[src/rtl/cdb_arbiter.sv]
// Common data bus arbiter: buffers ALU and LSB results in per-source FIFOs and
// broadcasts one registered result per cycle under round-robin arbitration.
module cdb_arbiter #(
    parameter int unsigned ROB_INDEX_BIT = 4,
    parameter int unsigned FIFO_DEPTH    = 4,
    parameter int unsigned FIFO_PTR_BIT  = 2
) (
    input  logic                     clk_in,
    input  logic                     rst_in,
    input  logic                     rdy_in,
    input  logic                     clear,
    input  logic                     alu_valid,
    input  logic [ROB_INDEX_BIT-1:0] alu_rob_id,
    input  logic [31:0]              alu_val,
    input  logic                     lsb_valid,
    input  logic [ROB_INDEX_BIT-1:0] lsb_rob_id,
    input  logic [31:0]              lsb_val,
    output logic                     alu_full,
    output logic                     lsb_full,
    output logic                     cdb_valid,
    output logic [ROB_INDEX_BIT-1:0] cdb_rob_id,
    output logic [31:0]              cdb_val,
    output logic                     cdb_src,
    output logic                     overflow
);

    localparam int unsigned CntBits = FIFO_PTR_BIT + 1;

    // Source index 0 is the ALU, 1 is the LSB, matching cdb_src encoding.
    logic                     in_valid [2];
    logic [ROB_INDEX_BIT-1:0] in_id    [2];
    logic [31:0]              in_val   [2];

    logic [ROB_INDEX_BIT-1:0] fifo_id_q  [2][FIFO_DEPTH];
    logic [31:0]              fifo_val_q [2][FIFO_DEPTH];
    logic [FIFO_PTR_BIT-1:0]  rd_ptr_q   [2];
    logic [FIFO_PTR_BIT-1:0]  wr_ptr_q   [2];
    logic [CntBits-1:0]       cnt_q      [2];
    logic [CntBits-1:0]       cnt_d      [2];
    logic                     full_q     [2];
    logic                     last_grant_q;

    logic                     has_head [2];
    logic                     cand     [2];
    logic                     pop      [2];
    logic                     push     [2];
    logic                     drop     [2];
    logic                     any_grant;
    logic                     winner;
    logic [ROB_INDEX_BIT-1:0] win_id;
    logic [31:0]              win_val;

    assign in_valid[0] = alu_valid;
    assign in_id[0]    = alu_rob_id;
    assign in_val[0]   = alu_val;
    assign in_valid[1] = lsb_valid;
    assign in_id[1]    = lsb_rob_id;
    assign in_val[1]   = lsb_val;

    assign alu_full = full_q[0];
    assign lsb_full = full_q[1];

    always_comb begin
        for (int s = 0; s < 2; s++) begin
            has_head[s] = (cnt_q[s] != '0);
            cand[s]     = has_head[s] | in_valid[s];
        end

        any_grant = cand[0] | cand[1];
        winner    = (cand[0] && cand[1]) ? ~last_grant_q : cand[1];

        for (int s = 0; s < 2; s++) begin
            logic granted;
            logic push_req;
            granted  = any_grant && (winner == 1'(s));
            pop[s]   = granted && has_head[s];
            // A word granted straight from the input bypasses the FIFO.
            push_req = in_valid[s] && !(granted && !has_head[s]);
            drop[s]  = push_req && (cnt_q[s] == CntBits'(FIFO_DEPTH)) && !pop[s];
            push[s]  = push_req && !drop[s];
            cnt_d[s] = cnt_q[s] + CntBits'(push[s]) - CntBits'(pop[s]);
        end

        win_id  = has_head[winner] ? fifo_id_q[winner][rd_ptr_q[winner]] : in_id[winner];
        win_val = has_head[winner] ? fifo_val_q[winner][rd_ptr_q[winner]] : in_val[winner];
    end

    always_ff @(posedge clk_in) begin
        if (rst_in || clear) begin
            for (int s = 0; s < 2; s++) begin
                rd_ptr_q[s] <= '0;
                wr_ptr_q[s] <= '0;
                cnt_q[s]    <= '0;
                full_q[s]   <= 1'b0;
            end
            cdb_valid    <= 1'b0;
            cdb_rob_id   <= '0;
            cdb_val      <= '0;
            cdb_src      <= 1'b0;
            overflow     <= 1'b0;
            last_grant_q <= 1'b1;
        end else if (rdy_in) begin
            for (int s = 0; s < 2; s++) begin
                if (push[s]) begin
                    fifo_id_q[s][wr_ptr_q[s]]  <= in_id[s];
                    fifo_val_q[s][wr_ptr_q[s]] <= in_val[s];
                end
                wr_ptr_q[s] <= wr_ptr_q[s] + FIFO_PTR_BIT'(push[s]);
                rd_ptr_q[s] <= rd_ptr_q[s] + FIFO_PTR_BIT'(pop[s]);
                cnt_q[s]    <= cnt_d[s];
                // Asserted one entry early so a result already in flight still fits.
                full_q[s]   <= (cnt_d[s] >= CntBits'(FIFO_DEPTH - 1));
            end
            overflow <= overflow | drop[0] | drop[1];
            if (any_grant) begin
                cdb_valid    <= 1'b1;
                cdb_rob_id   <= win_id;
                cdb_val      <= win_val;
                cdb_src      <= winner;
                last_grant_q <= winner;
            end else begin
                cdb_valid <= 1'b0;
            end
        end
    end

endmodule

[config.mk]
export PLATFORM = sky130hd
export DESIGN_NAME = cdb_arbiter
export DESIGN_NICKNAME = d
export VERILOG_FILES = /design/src/rtl/cdb_arbiter.sv
export SDC_FILE = /design/constraint.sdc
export NUM_CORES = 1
export LEC_CHECK = 0
export CELL_PAD_IN_SITES_DETAIL_PLACEMENT = 1
export CELL_PAD_IN_SITES_GLOBAL_PLACEMENT = 1
export CORE_ASPECT_RATIO = 2
export CORE_MARGIN = 1.5
export CORE_UTILIZATION = 24
export CTS_CLUSTER_SIZE = 14
export DETAILED_ROUTE_END_ITERATION = 10
export PLACE_DENSITY = 0.46
export SETUP_SLACK_MARGIN = 0.05
export SYNTH_ARGS = -nofsm -noshare
export SYNTH_HDL_FRONTEND = slang
export SYNTH_SLANG_ARGS = --single-unit
[constraint.sdc]
create_clock -name clk_in -period 5.65 [get_ports clk_in]
set_input_delay 0.565 -clock clk_in [delete_from_list [all_inputs] [get_ports clk_in]]
set_output_delay 0.565 -clock clk_in [all_outputs]
set_load 0.01 [all_outputs]
==> flow_summary.yaml <==
yosys:
  ys_types: 42
  synth_edf_count: 304
  postSynthCellCount: 699
  syn_nets: 787
  synth_top_family_by_area: "multiplexers"
  synthAdderAreaFrac_pct: 0.999
  synth_compound_area_share_pct: 4.85
  yosysWarnings: 0
  muxShareOfSynthArea_pct: 16.7
  synth_ff_type: "edfxtp_1"
  async_flop_share_pct: 0
  syn_area_sq_um: 14000
  avgSynthCellArea_sq_um: 20.1
  ys_ff_latch: 344
  yosys.area_share.simple_pct: 3.38
  yosysSeqAreaShare_pct: 70.8
  synth-xor-area-share_pct: 0.500
cts:
  hold_buffers: 0
  htreeDepth: 2
  cts_tree: "done"
  cts_sinks: 344
  clkLatencyLatePin_ns: 0.53
  cts.path.max_buffers: 3
  cts_root_buf: "clkbuf_16"
  cts_resized: 0
  cts_setup_buffers: 0
  numCtsBuffers: 35
  clkTransAtPathRegs_ns: 0.06
critical_path:
  worstPathArrival_ns: 4.08
  reg2reg_slack_ns: 1.85
  critical_path_required_ns: 5.93
  critical_path_class: "reg -> reg"
  critPathCaptureType: "flop"
  crit_slowest_cell: "nor4_1"
  critPathMaxFanout: 7
  crit_chain: "nor4_1 -> nor3_1 -> o41ai_2 -> inv_1 -> ha_1 -> fa_1 -> xnor2_1 -> xnor2_1 -> nor2_1 -> a21o_1"
  start_kind: "flop"
  critPathMaxStageDelay_ns: 0.79
  crit_top_cell: "xnor2_1"
drt:
  wl_um: 38100
  wl_per_cell_um: 23.6
  vias: 7227
  dr.first_iter.drc_count: 388
  drt-pass1-iter-count: 4
  drc: 0
  ant_nets: 0
  avgViaCountPerCell: 4.47
finish:
  layoutNonFillerInstCount: 1616
  fin_nets: 915
  drive_above_1_share_pct: 22.5
  fin_area_sq_um: 17100
  area_growth_syn_to_layout_pct: 22.2
  fin_util_pct: 29.6
  diodes: 0
timing:
  tns_ns: 0
  post-route-min-period_ns: 3.80
  hold_viol: 0
  finalSetupViolations: 0
  worstMarginPinSlew_ns: 0.861
  fmax_ghz: 0.263
  fin_skew_ns: 0.0179
  setup_slack_ns: 1.85
  grt_setup_unrepaired: "no"
  period_share_pct: 67.3
  whs_ns: 0.450
  slew_headroom_pct: 42.1
  slew_viol_final: 0
global_routing:
  grt_overflow: 0
  grt_pass1_wl_um: 56300
  grt_pass1_vias: 8120
  track_usage_pct: 13.0
  grt_max_degree: 73
  antenna_found_initial: 2
power:
  leakage_nw: 5.60
  p_sw_share_pct: 23.4
  pwr-share-clk_pct: 40.4
  power.total_mw: 5.71
  power_switching_mw: 1.33
  power_density_nw_per_um2: 333
  ir_drop_mv: 0.171
  intPower_mw: 4.37
  comb_power_share_pct: 9.6
  seq_power_share_pct: 49.9
run_status:
  status: "finished clean"
floorplan:
  coreArea_sq_um: 57900
  fp-row-count: 125
  die_area_sq_um: 60000
  start_util_pct: 24.2
  die_w_um: 174
  chipHeight_um: 345
  ios: 119
placement:
  detailedPlace.worstSlack_ns: 1.36
  hpwl_um: 22500
  place_area_sq_um: 16000
  gp_congestion: 0.670
  port-buffer-count: 118
  post-place-cells: 1552
worst_hold_path:
  hold_path.class: "reg -> reg"
run:
  drv_cap: 0
[cell usage after synthesis, types with 2 or more instances]
| cell type | instances | share of area, % |
|---|---|---|
| a21o_1 | 2 | 0.11 |
| a21oi_1 | 3 | 0.11 |
| and3_1 | 7 | 0.31 |
| buf_12 | 6 | 0.86 |
| buf_2 | 11 | 0.39 |
| buf_6 | 9 | 0.72 |
| clkbuf_1 | 16 | 0.43 |
| dfxtp_1 | 40 | 5.7 |
| edfxtp_1 | 304 | 65 |
| fa_1 | 2 | 0.29 |
| ha_1 | 8 | 0.71 |
| inv_1 | 13 | 0.35 |
| mux2i_1 | 72 | 5.1 |
| mux4_2 | 72 | 12 |
| nand2_1 | 8 | 0.21 |
| nand3_1 | 36 | 1.3 |
| nor2_1 | 11 | 0.29 |
| nor3_1 | 7 | 0.25 |
| nor4_1 | 6 | 0.27 |
| nor4b_1 | 2 | 0.12 |
| o21a_1 | 2 | 0.11 |
| o221ai_1 | 5 | 0.31 |
| o221ai_2 | 31 | 3.3 |
| or4_4 | 2 | 0.16 |
| xnor2_1 | 7 | 0.44 |
[metal layers]
metal	share of wire [%]	wire length [um]	vias up	global-route usage, %
met4	2.0	751	4	3.86
met5	0.060	23	-	0
met1	39	14800	3880	14.6
met2	55	21000	153	24.9
li1	-	-	3150	-
met3	4.2	1600	40	2.10
[area by class of cell]
| type | instances | area (sq um) |
|---|---|---|
| inverters | 13 | 48.8 |
| fillers | 5976 | 40700 |
| clock buffers | 48 | 966 |
| flip-flops and latches | 344 | 9930 |
| well taps | 762 | 953 |
| clock inverters | 16 | 159 |
| multi-input cells | 300 | 3780 |
| repair buffers | 133 | 1290 |
[state kept, by name, summed over array words and instances, names as in the netlist]
| name | cells |
|---|---|
| cdb_val | 32 |
| rd_ptr_q | 4 |
| overflow | 1 |
| cdb_rob_id | 4 |
| full_q | 2 |
| cdb_src | 1 |
| wr_ptr_q | 4 |
| last_grant_q | 1 |
| cnt_q | 6 |
| fifo_id_q | 32 |
| cdb_valid | 1 |
| fifo_val_q | 256 |
[worst max-delay path, delay by kind of cell, from the launching register on]
kind | cells | cell delay (ns)
compound gates | 2 | 0.94
xor+xnor | 2 | 0.32
buf+inv | 1 | 0.16
fa+ha+maj | 2 | 0.62
simple gates | 3 | 0.99
flops | 1 | 0.51
[final timing paths]
check	to	startpoint	cells past startpoint
max	full_q[0][0]$_SDFFCE_PN0P_	cnt_q[0][4]$_SDFFCE_PN0P_	10
min	overflow$_SDFFE_PP0P_	overflow$_SDFFE_PP0P_	2
max reg2reg	full_q[0][0]$_SDFFCE_PN0P_	cnt_q[0][4]$_SDFFCE_PN0P_	10
min reg2reg	overflow$_SDFFE_PP0P_	overflow$_SDFFE_PP0P_	2
[cell families (layout without fill, tap and decap cells)]
family,after synthesis,count (layout)
flip-flops,344,344
multiplexers,144,144
AND/OR/NAND/NOR,86,86
buffers and inverters,55,210
AO/OA/AOI/OAI,52,52
adder cells (fa/ha/maj),10,10
XOR/XNOR,8,8
[layout by cell type, fill, tap and decap left out, types with 2 or more instances in the layout]
cell / count
mux2i_1: 72
o21a_1: 2
nor2_1: 10
o221ai_1: 5
nor3_1: 5
buf_4: 15
ha_1: 8
nor4b_4: 2
dfxtp_1: 40
inv_1: 13
nand2_1: 8
edfxtp_1: 304
or4_4: 2
nand3_1: 36
nor4_1: 2
nor3_2: 2
xnor2_1: 7
clkinvlp_4: 2
nor4_2: 4
clkdlybuf4s50_1: 118
clkbuf_16: 36
clkinv_2: 7
bufinv_16: 2
fa_1: 2
clkbuf_1: 10
a21o_1: 2
mux4_2: 72
clkbuf_8: 2
a21oi_1: 3
o221ai_2: 31
and3_1: 7
[power groups by stage]
stage / clock, mW / sequential (mW) / combinational [mW]
floorplan: 0 / 2.90 / 0.343
global placement: 0 / 2.91 / 0.566
detailed placement: 0 / 2.91 / 0.569
CTS: 2.39 / 2.85 / 0.570
global route: 2.47 / 2.85 / 0.603
finish: 2.31 / 2.85 / 0.550
(Power assumes the default switching activity.)
==> RTL edit: new RTL, same flow settings <==
`FIFO_PTR_BIT`: 2 -> 1.
--- a/src/rtl/cdb_arbiter.sv
+++ b/src/rtl/cdb_arbiter.sv
@@ -3,7 +3,7 @@
 module cdb_arbiter #(
     parameter int unsigned ROB_INDEX_BIT = 4,
     parameter int unsigned FIFO_DEPTH    = 4,
-    parameter int unsigned FIFO_PTR_BIT  = 2
+    parameter int unsigned FIFO_PTR_BIT  = 1
 ) (
     input  logic                     clk_in,
     input  logic                     rst_in,
Check against the original RTL: not equivalent (a bounded check fails within 4 cycles, from zero or initial values).
==> RTL edit against the unedited design <==
Final cell count is 29% lower. Total power is 44% lower. First-iteration DRC count down 16%. Design area down 39%. Wire length decreased by 31%. Synthesized cell count decreased by 14%. Setup slack gained 0.71 ns. Sequential cell count is 150 lower. Synthesized area decreased by 41%.
==> RTL edit: results (changes against the unedited design) <==
Parameter                              Value

Timing
  Worst rel slew slack ... 22.0% (-20 points)
  Shortest period the worst path allows ... 3.09 ns (-0.710 ns)

Placement
  Final estimated routing congestion in global placement ... 0.761 (+14%)
  Pre-CTS setup slack ... 2.09 ns (+0.727 ns)
  HPWL reported at the end of detailed placement ... 16.5 mm (-27%)

Power and ir drop
  Sw Share ... 25.0% (+1.7 points)
  Leakage Power ... 3.28 nW (-41%)
  Sequential share of power ... 49.5% (-0.4 points)

Final layout
  Non-Clock Buffer Count ... 130 (-2.3%)
  Layout cells sized above 1 ... 13.4% (-9.0 points)
  Non-clock inverter instance count of the final layout ... 9 (-4)
  Area fraction of clock buffers and clock inverters ... 5.38% (-1.2 points)

CTS
  TritonCTS Buffers ... 17 (-51%)
  Clock latency on the worst-skew pair ... 0.45 ns (-0.08 ns)
  Num Clock Sinks ... 194 (-44%)
  Max H-tree Level ... 4 (+2)

Route
  Starting DRT DRC Count ... 325 (-16%)
  Drt first pass iters ... 6 (+2)
  Routed via count ... 5556 (-23%)

Setup path
  Slowest cell on crit path ... sky130_fd_sc_hd__or3_2
  Crit path capture ... cdb_val[30]$_SDFFE_PP0P_

Global route
  First-pass GRT wire length ... 39.1 mm (-31%)
  Vias in the first global route ... 6343 (-22%)
  Maximum number of pins on one net before global-route repair ... 43 (-41%)

Yosys
  EDFF count, synth ... 154 (-49%)
  Number of distinct library cells after synthesis ... 38 (-9.5%)
  Leading cell types by count after synthesis ... 154 x sky130_fd_sc_hd__edfxtp_1, 41 x sky130_fd_sc_hd__o21ai_0, 40 x sky130_fd_sc_hd__dfxtp_1
  Biggest area contributors in the synthesized netlist ... sky130_fd_sc_hd__edfxtp_1 56%, sky130_fd_sc_hd__dfxtp_1 9.7%, sky130_fd_sc_hd__mux2_2 4.9%
  Synthesized net count ... 680 (-14%)

Status
  Result of the run ... finished clean
-- RTL edit: how the worst min path moves through the flow --
stage	slack, ns	startpoint	to
2_1_floorplan	0.55	overflow$_SDFFE_PP0P_	overflow$_SDFFE_PP0P_
3_3_place_gp	0.51	overflow$_SDFFE_PP0P_	overflow$_SDFFE_PP0P_
3_5_place_dp	0.52	overflow$_SDFFE_PP0P_	overflow$_SDFFE_PP0P_
4_1_cts	0.54	overflow$_SDFFE_PP0P_	overflow$_SDFFE_PP0P_
5_1_grt	0.58	overflow$_SDFFE_PP0P_	overflow$_SDFFE_PP0P_
6_report	0.53	overflow$_SDFFE_PP0P_	overflow$_SDFFE_PP0P_
-- RTL edit: critical path, delay by kind of cell --
kind,cells,cell delay [ns]
simple gates,1,1.02
buf+inv,2,0.82
compound gates,3,1.01
-- RTL edit: kinds of logic (layout without fill, tap and decap cells) --
family | after synthesis | after routing | synth area share, %
flops | 194 | 194 | 65.7
compound gates | 162 | 162 | 13.5
simple gates | 104 | 104 | 7.03
mux | 72 | 72 | 9.27
buf+inv | 55 | 171 | 3.17
xor+xnor | 7 | 7 | 0.742
fa+ha+maj | 4 | 4 | 0.606
-- RTL edit: metrics by stage --
stage | total power (W) | hold WS (ns) | std cells | area [um^2]
after floorplan | 0.00183 | 0.546 | 598 | 8260
after global placement | 0.00202 | 0.505 | 1123 | 9900
after detailed placement | 0.00203 | 0.521 | 1123 | 9900
after CTS | 0.00323 | 0.542 | 1155 | 10500
after global routing | 0.00330 | 0.583 | 1155 | 10500
final | 0.00319 | 0.532 | 1155 | 10500
-- RTL edit: per-layer routing --
metal	vias up	GRT usage [%]	share of wire [%]
met2	108	29.8	58
met5	-	0	0
met1	2887	15.4	37
met3	38	2.48	2.1
li1	2523	-	-
met4	0	6.25	3.1
